===== src/rtl/scsi_bus_arbiter.sv =====
// Shares the SCSI local bus between host slave cycles and chip DMA with alternating priority; registered outputs, slv_req->cs 1 edge, async pins +2 sync edges.
// Slave cycles are stretched (no DTACK) while DMA owns the bus. Define SCSI_ARB_WATCHDOG_EN to add the SLACK timeout and bus error.
module scsi_bus_arbiter #(
    parameter int unsigned TIMEOUT_CYCLES = 255
) (
    input  logic CLK,
    input  logic RESET,
    input  logic slv_req,
    input  logic SLACK_n,
    input  logic SCSI_BR_n,
    input  logic SCSI_BGACK_n,
    output logic scsi_cs,
    output logic slv_dtack,
    output logic slv_berr,
    output logic SCSI_BG_n,
    output logic dma_active
);

    typedef enum logic [2:0] {
        IDLE,
        SLV_WAIT,
        SLV_ACK,
        SLV_ERR,
        SLV_END,
        DMA_GRANT,
        DMA_OWN,
        DMA_END
    } state_t;

    typedef enum logic {
        OWNER_SLV,
        OWNER_DMA
    } owner_t;

    state_t     state;
    owner_t     last_owner;
    logic [1:0] slack_sync;
    logic [1:0] br_sync;
    logic [1:0] bgack_sync;
    logic       slack_low;
    logic       br_pend;
    logic       bgack_low;

    // Synchronizers idle at the inactive (high) level so reset never looks like a request.
    always_ff @(posedge CLK) begin
        if (RESET) begin
            slack_sync <= 2'b11;
            br_sync    <= 2'b11;
            bgack_sync <= 2'b11;
        end else begin
            slack_sync <= {slack_sync[0], SLACK_n};
            br_sync    <= {br_sync[0], SCSI_BR_n};
            bgack_sync <= {bgack_sync[0], SCSI_BGACK_n};
        end
    end

    assign slack_low = ~slack_sync[1];
    assign br_pend   = ~br_sync[1];
    assign bgack_low = ~bgack_sync[1];

`ifdef SCSI_ARB_WATCHDOG_EN
    localparam logic [7:0] TIMEOUT_LAST = 8'(TIMEOUT_CYCLES - 1);
    logic [7:0] wd_cnt;
`else
    logic [7:0] unused_timeout;
    assign unused_timeout = 8'(TIMEOUT_CYCLES);
    assign slv_berr       = 1'b0;
`endif

    always_ff @(posedge CLK) begin
        if (RESET) begin
            state      <= IDLE;
            last_owner <= OWNER_DMA;
            scsi_cs    <= 1'b0;
            slv_dtack  <= 1'b0;
            SCSI_BG_n  <= 1'b1;
            dma_active <= 1'b0;
`ifdef SCSI_ARB_WATCHDOG_EN
            slv_berr   <= 1'b0;
            wd_cnt     <= 8'd0;
`endif
        end else begin
            case (state)
                IDLE: begin
                    // On a tie the requester that did not own the bus last goes first.
                    if (slv_req && (!br_pend || last_owner == OWNER_DMA)) begin
                        state   <= SLV_WAIT;
                        scsi_cs <= 1'b1;
                    end else if (br_pend) begin
                        state     <= DMA_GRANT;
                        SCSI_BG_n <= 1'b0;
                    end
                end
                SLV_WAIT: begin
`ifdef SCSI_ARB_WATCHDOG_EN
                    wd_cnt <= wd_cnt + 8'd1;
`endif
                    if (slack_low) begin
                        state     <= SLV_ACK;
                        slv_dtack <= 1'b1;
                    end else if (!slv_req) begin
                        state   <= SLV_END;
                        scsi_cs <= 1'b0;
`ifdef SCSI_ARB_WATCHDOG_EN
                    end else if (wd_cnt == TIMEOUT_LAST) begin
                        state    <= SLV_ERR;
                        scsi_cs  <= 1'b0;
                        slv_berr <= 1'b1;
`endif
                    end
                end
                SLV_ACK: begin
                    if (!slv_req) begin
                        state     <= SLV_END;
                        scsi_cs   <= 1'b0;
                        slv_dtack <= 1'b0;
                    end
                end
`ifdef SCSI_ARB_WATCHDOG_EN
                SLV_ERR: begin
                    if (!slv_req) begin
                        state    <= SLV_END;
                        slv_berr <= 1'b0;
                    end
                end
`endif
                SLV_END: begin
                    state      <= IDLE;
                    last_owner <= OWNER_SLV;
`ifdef SCSI_ARB_WATCHDOG_EN
                    wd_cnt     <= 8'd0;
`endif
                end
                DMA_GRANT: begin
                    if (bgack_low) begin
                        state      <= DMA_OWN;
                        SCSI_BG_n  <= 1'b1;
                        dma_active <= 1'b1;
                    end else if (!br_pend) begin
                        state     <= DMA_END;
                        SCSI_BG_n <= 1'b1;
                    end
                end
                DMA_OWN: begin
                    if (!bgack_low) begin
                        state      <= DMA_END;
                        dma_active <= 1'b0;
                    end
                end
                DMA_END: begin
                    state      <= IDLE;
                    last_owner <= OWNER_DMA;
                end
                default: begin
                    state      <= IDLE;
                    scsi_cs    <= 1'b0;
                    slv_dtack  <= 1'b0;
                    SCSI_BG_n  <= 1'b1;
                    dma_active <= 1'b0;
                end
            endcase
        end
    end

endmodule


===== config.mk =====
export PLATFORM = sky130hd
export DESIGN_NAME = scsi_bus_arbiter
export DESIGN_NICKNAME = d
export VERILOG_FILES = /design/src/rtl/scsi_bus_arbiter.sv
export SDC_FILE = /design/constraint.sdc
export NUM_CORES = 1
export LEC_CHECK = 0
export CAP_MARGIN = 20
export CORE_AREA = 2 2 39 41
export DETAILED_ROUTE_END_ITERATION = 12
export DIE_AREA = 0 0 41 43
export DONT_BUFFER_PORTS = 1
export PLACE_DENSITY = 0.72
export RECOVER_POWER = 100
export SETUP_SLACK_MARGIN = 0.15
export SYNTH_ARGS = -nofsm -noshare
export SYNTH_HDL_FRONTEND = slang
export SYNTH_SLANG_ARGS = --single-unit

===== constraint.sdc =====
create_clock -name CLK -period 1.44 [get_ports CLK]
set_input_delay 0.144 -clock CLK [delete_from_list [all_inputs] [get_ports CLK]]
set_output_delay 0.144 -clock CLK [all_outputs]
set_load 0.05 [all_outputs]

==> Word-level counts from Yosys, hierarchy flattened <==
Index checks and enable logic that the tools add are counted.
W data, S select, Z words.
{ "op_classes": {"eq_ne": 16, "n_mux": 24, "n_bitwise": 4, "reduce_logical": 13} }
{ "ops": {"columns": ["operator", "n"], "rows": [
  ["$mux W3", 7],
  ["$ne A2 B2 Y1 const B", 8],
  ["$pmux W3 S5", 1],
  ["$reduce_or A5 Y1", 3],
  ["$eq A3 B3 Y1 const B", 4],
  ["$reduce_and A3 Y1", 4],
  ["$mux W1", 11],
  ["$pmux W1 S3", 3],
  ["$ne A3 B3 Y1 const B", 2],
  ["$not A1 Y1", 4],
  ["$pmux W1 S4", 1],
  ["$reduce_and A4 Y1", 1],
  ["$reduce_or A4 Y1", 1],
  ["$eq A3 B1 Y1 const B", 1],
  ["$eq A3 B2 Y1 const B", 1],
  ["$logic_not A3 Y1", 1],
  ["$pmux W1 S2", 1],
  ["$reduce_bool A2 Y1", 1],
  ["$logic_and A1 B1 Y1", 1],
  ["$logic_or A1 B1 Y1", 1]
]} }
{ "word_totals": {"register_bits": 14, "input_bits": 6, "out_inout_bits": 5} }

==> Depth between registers and ports, before layout <==
{ "depth": {"word_depth": 4, "mapped_depth": 6} }

==> Least setup slack after synthesis <==
OpenSTA, ideal clock, no wires.
{ "synth_path": {"path_kind": "reg-to-reg", "startpoint": "register, netlist name scsi_cs", "endpoint": "register scsi_cs", "arrival_ns": 1.243, "t_required_ns": 1.354, "path_slack_ns": 0.111, "path_stages_with_launch": 4, "n_path_buf": 0, "period_less_slack_ns": 1.329, "path_cell_list": "dfxtp_1 > nand2_1 > maj3_2 > a211oi_1"} }
{ "synth_rtl": {"columns": ["element", "line_no", "rtl"], "rows": [
  ["end signal, assigned", "74", "scsi_cs <= 1'b0;"],
  ["end signal, assigned", "88", "scsi_cs <= 1'b1;"],
  ["end signal, assigned", "103", "scsi_cs <= 1'b0;"],
  ["end, declared", "12", "output logic scsi_cs,"]
]} }

==> Final worst setup path <==
{ "layout_path": {"startpoint": "register dma_active", "endpoint": "output port dma_active"} }
{ "layout_rtl": {"columns": ["element", "line_no", "rtl"], "rows": [
  ["start, declared", "16", "output logic dma_active"],
  ["start signal, assigned", "77", "dma_active <= 1'b0;"],
  ["start signal, assigned", "138", "dma_active <= 1'b1;"],
  ["start signal, assigned", "147", "dma_active <= 1'b0;"]
]} }
No word-level cell between the ends.

==> impl_results.md <==
* Status: complete, no violations
* Final net count at 108
* Initial antenna violation count at 0
* Clock tree from TritonCTS: built
* Final RePlAce weighted congestion at 0.959
* Core ar. at 1380 sq um
* Syn nets at 92
* Number of diodes at 0
* Placement Setup Slack at 0.118 ns
* Critical Path AT at 1.12 ns
* Cell with the most instances after synthesis: dfxtp_1
* Asr flop ratio synth at 0%
* FP Rows at 14
* Met3 Use GR at 2.09%
* Worst Tran Pin Value at 0.593 ns
* Fin crit share at 87.7%
* Worst path cell trace: clkbuf_1
* Final Slew Violations at 0
* EDFF count, synth at 0
* Slew headroom at 60.6%
* Synthesized area per cell at 8.53 sq um
* Delay-heaviest family, CP: buffers and inverters
* Remaining Overflow, GRT at 0
* Die H at 43 um
* Routed wire length per instance at 13.6 um
* Setup-failing EPs final at 0
* Top fanout value on the critical path at 3
* Vias at 658
* CTS Sinks at 14
* Fin crit period at 1.26 ns
* Area added between synthesis and finish at 23.2%
* Largest stage delay on the critical path at 0.47 ns
* Worst setup SP type: register
* Syn. warnings at 0
* Worst VDD drop at 0.981 mV
* Distinct cell type count after synthesis at 34
* Main synth FF type: dfxtp_1
* Worst Hold Class: in -> reg
* Worst Path Required at 1.30 ns
* CP max-delay cell: clkbuf_1
* Clk_skew at 0.00688 ns
* Top-area cell type share of the netlist area at 38.2%
* Synth cell count leaders: 14 x dfxtp_1, 9 x a21oi_1, 6 x nand2_1, 6 x or2_2
* Layout cells sized above 1 at 30.7%
* Drt drc at 0
* H-tree depth at 1
* WS Path Type: reg -> out
* Crit path buffers/inverters at 1
* HP Start: slv_req
* Static Leak at 0.368 nW
* Post-DP HPWL at 1010 um
* GRT met2 Usage at 29.1%
* Initial Util at 53.0%
* First-pass GRT wire length at 2320 um
* Clock transition at path regs at 0.09 ns
* GRT met1 Usage at 24.2%
* GRT Total Usage at 20.2%
* Final ANT Viol Nets at 0
* R2R Path Start: state[0]
* Total of max-cap violations at 0
* RSZ-0062 raised after global routing: yes
* CTS root buf: clkbuf_4
* Hold depth at 3
* Setup TNS at 0 ns
* Area contributors post-synth: dfxtp_1 38%, a21oi_1 6.1%, or2_2 5.1%
* Flop2flop setup slack at 0.18 ns
* Post-Synthesis Cell Area at 733 sq um
* Clk_lat worst skew at 0.28 ns
* Hold Vio Cnt, Final at 0
* Largest net degree at the start of global routing at 15
* Total CTS buffers at 3
* Die Wd at 41 um
* Fin Hold WS at 0.0984 ns
* Sequential area share after synthesis at 38.2%
* Yosys reg bits at 14
* Initial DRC count at 17
* IO Port Bufs at 0
* Vias in the first global route at 542
* Yosys top cell by area: dfxtp_1
* CP endpoint kind: output pin
* DR pass1 iterations at 4
* Worst Hold Endpoint: SCSI_BG_n
* Die Area at 1760 sq um
* RR Endpoint: scsi_cs
* Top Ports at 11
* Total wire length at 1590 um
* Gr busiest metal: met2
* R2R depth at 5
* Final WS setup at 0.177 ns
* Vias/cell at 5.62
* CTS max path bufs at 2
* Post-Synthesis Cells at 86
* PD cells at 1510 nW/um^2
* F_max at 792 MHz
[cells by family (layout without fill, tap and decap cells)]
kind of cell / after synthesis / after routing / share of synthesized area [%]
adder cells (fa/ha/maj): 1 / 1 / 1.54
AND/OR/NAND/NOR: 26 / 26 / 20.3
flip-flops: 14 / 14 / 38.2
other: 1 / 1 / 0.511
XOR/XNOR: 1 / 1 / 1.19
AO/OA/AOI/OAI: 31 / 31 / 28.0
buffers and inverters: 12 / 27 / 10.2
[registers in the layout (all words and copies together), names as in the netlist]
name and flops:
SCSI_BG_n 1, bgack_sync 2, br_sync 2, dma_active 1
last_owner 1, scsi_cs 1, slack_sync 2, slv_dtack 1
state 3
[report_power, final]
part | internal, mW | total, mW | switching, mW
clock | 0.154 | 0.282 | 0.128
sequential | 0.452 | 0.535 | 0.0836
combinational | 0.265 | 0.548 | 0.283
total | 0.871 | 1.37 | 0.495
[routing by layer]
layer	wire length [um]	vias up	part of all wire (%)
met5	0	-	0
met4	85	0	5.3
met3	71	9	4.5
met2	780	29	49
met1	652	292	41
li1	-	328	-
[final cells by class]
class / instances / area [sq um]
inverters: 5 / 18.8
flip-flops and latches: 14 / 290
well taps: 16 / 20.0
repair buffers: 18 / 143
multi-input cells: 60 / 395
clock buffers: 4 / 36.3
fillers: 108 / 480
[worst register-to-register path, stage by stage, from the launching register on]
cell      delay (ns)
dfxtp_4         0.38
buf_4           0.14
nor2b_1         0.16
a21oi_1         0.21
a21oi_1         0.09
a211oi_1        0.20
[through the flow]
stage	std cells	util, %	power, mW	cell area, sq um
final	117	65.3	1.37	903
after global routing	117	65.3	1.44	903
after CTS	112	61.0	1.26	845
after detailed placement	104	55.3	0.953	766
after global placement	104	55.3	0.948	766
after floorplan	86	-	0.873	734
[placed cells by master (no fill, tap or decap), types with 2 or more instances in the layout]
master,count
nand2b_1,3
or2b_1,2
dfxtp_4,2
inv_1,5
o21ai_0,5
buf_4,10
clkbuf_4,3
a211oi_1,4
nand2_1,6
dfxtp_2,2
dfxtp_1,10
a21oi_1,9
clkbuf_1,2
dlygate4sd3_1,4
a21o_1,2
or2_2,6
[what timing repair did]
item,4_1_cts,5_1_grt
pin swaps,0,3
gates cloned,0,0
endpoints found under the hold margin,14,0
resized for setup,2,9
endpoints found under the setup margin,5,5
setup buffers,0,5
hold buffers,4,0
[how the worst max path moves through the flow]
stage	cells past startpoint	from	endpoint	slack [ns]
6_report	1	dma_active	dma_active	0.18
5_1_grt	5	state[0]	scsi_cs	0.09
4_1_cts	5	state[0]	scsi_cs	0.15
3_5_place_dp	5	state[0]	scsi_cs	0.12
3_3_place_gp	5	state[0]	scsi_cs	0.14
2_1_floorplan	3	scsi_cs	scsi_cs	0.28
(Power assumes the default switching activity.)
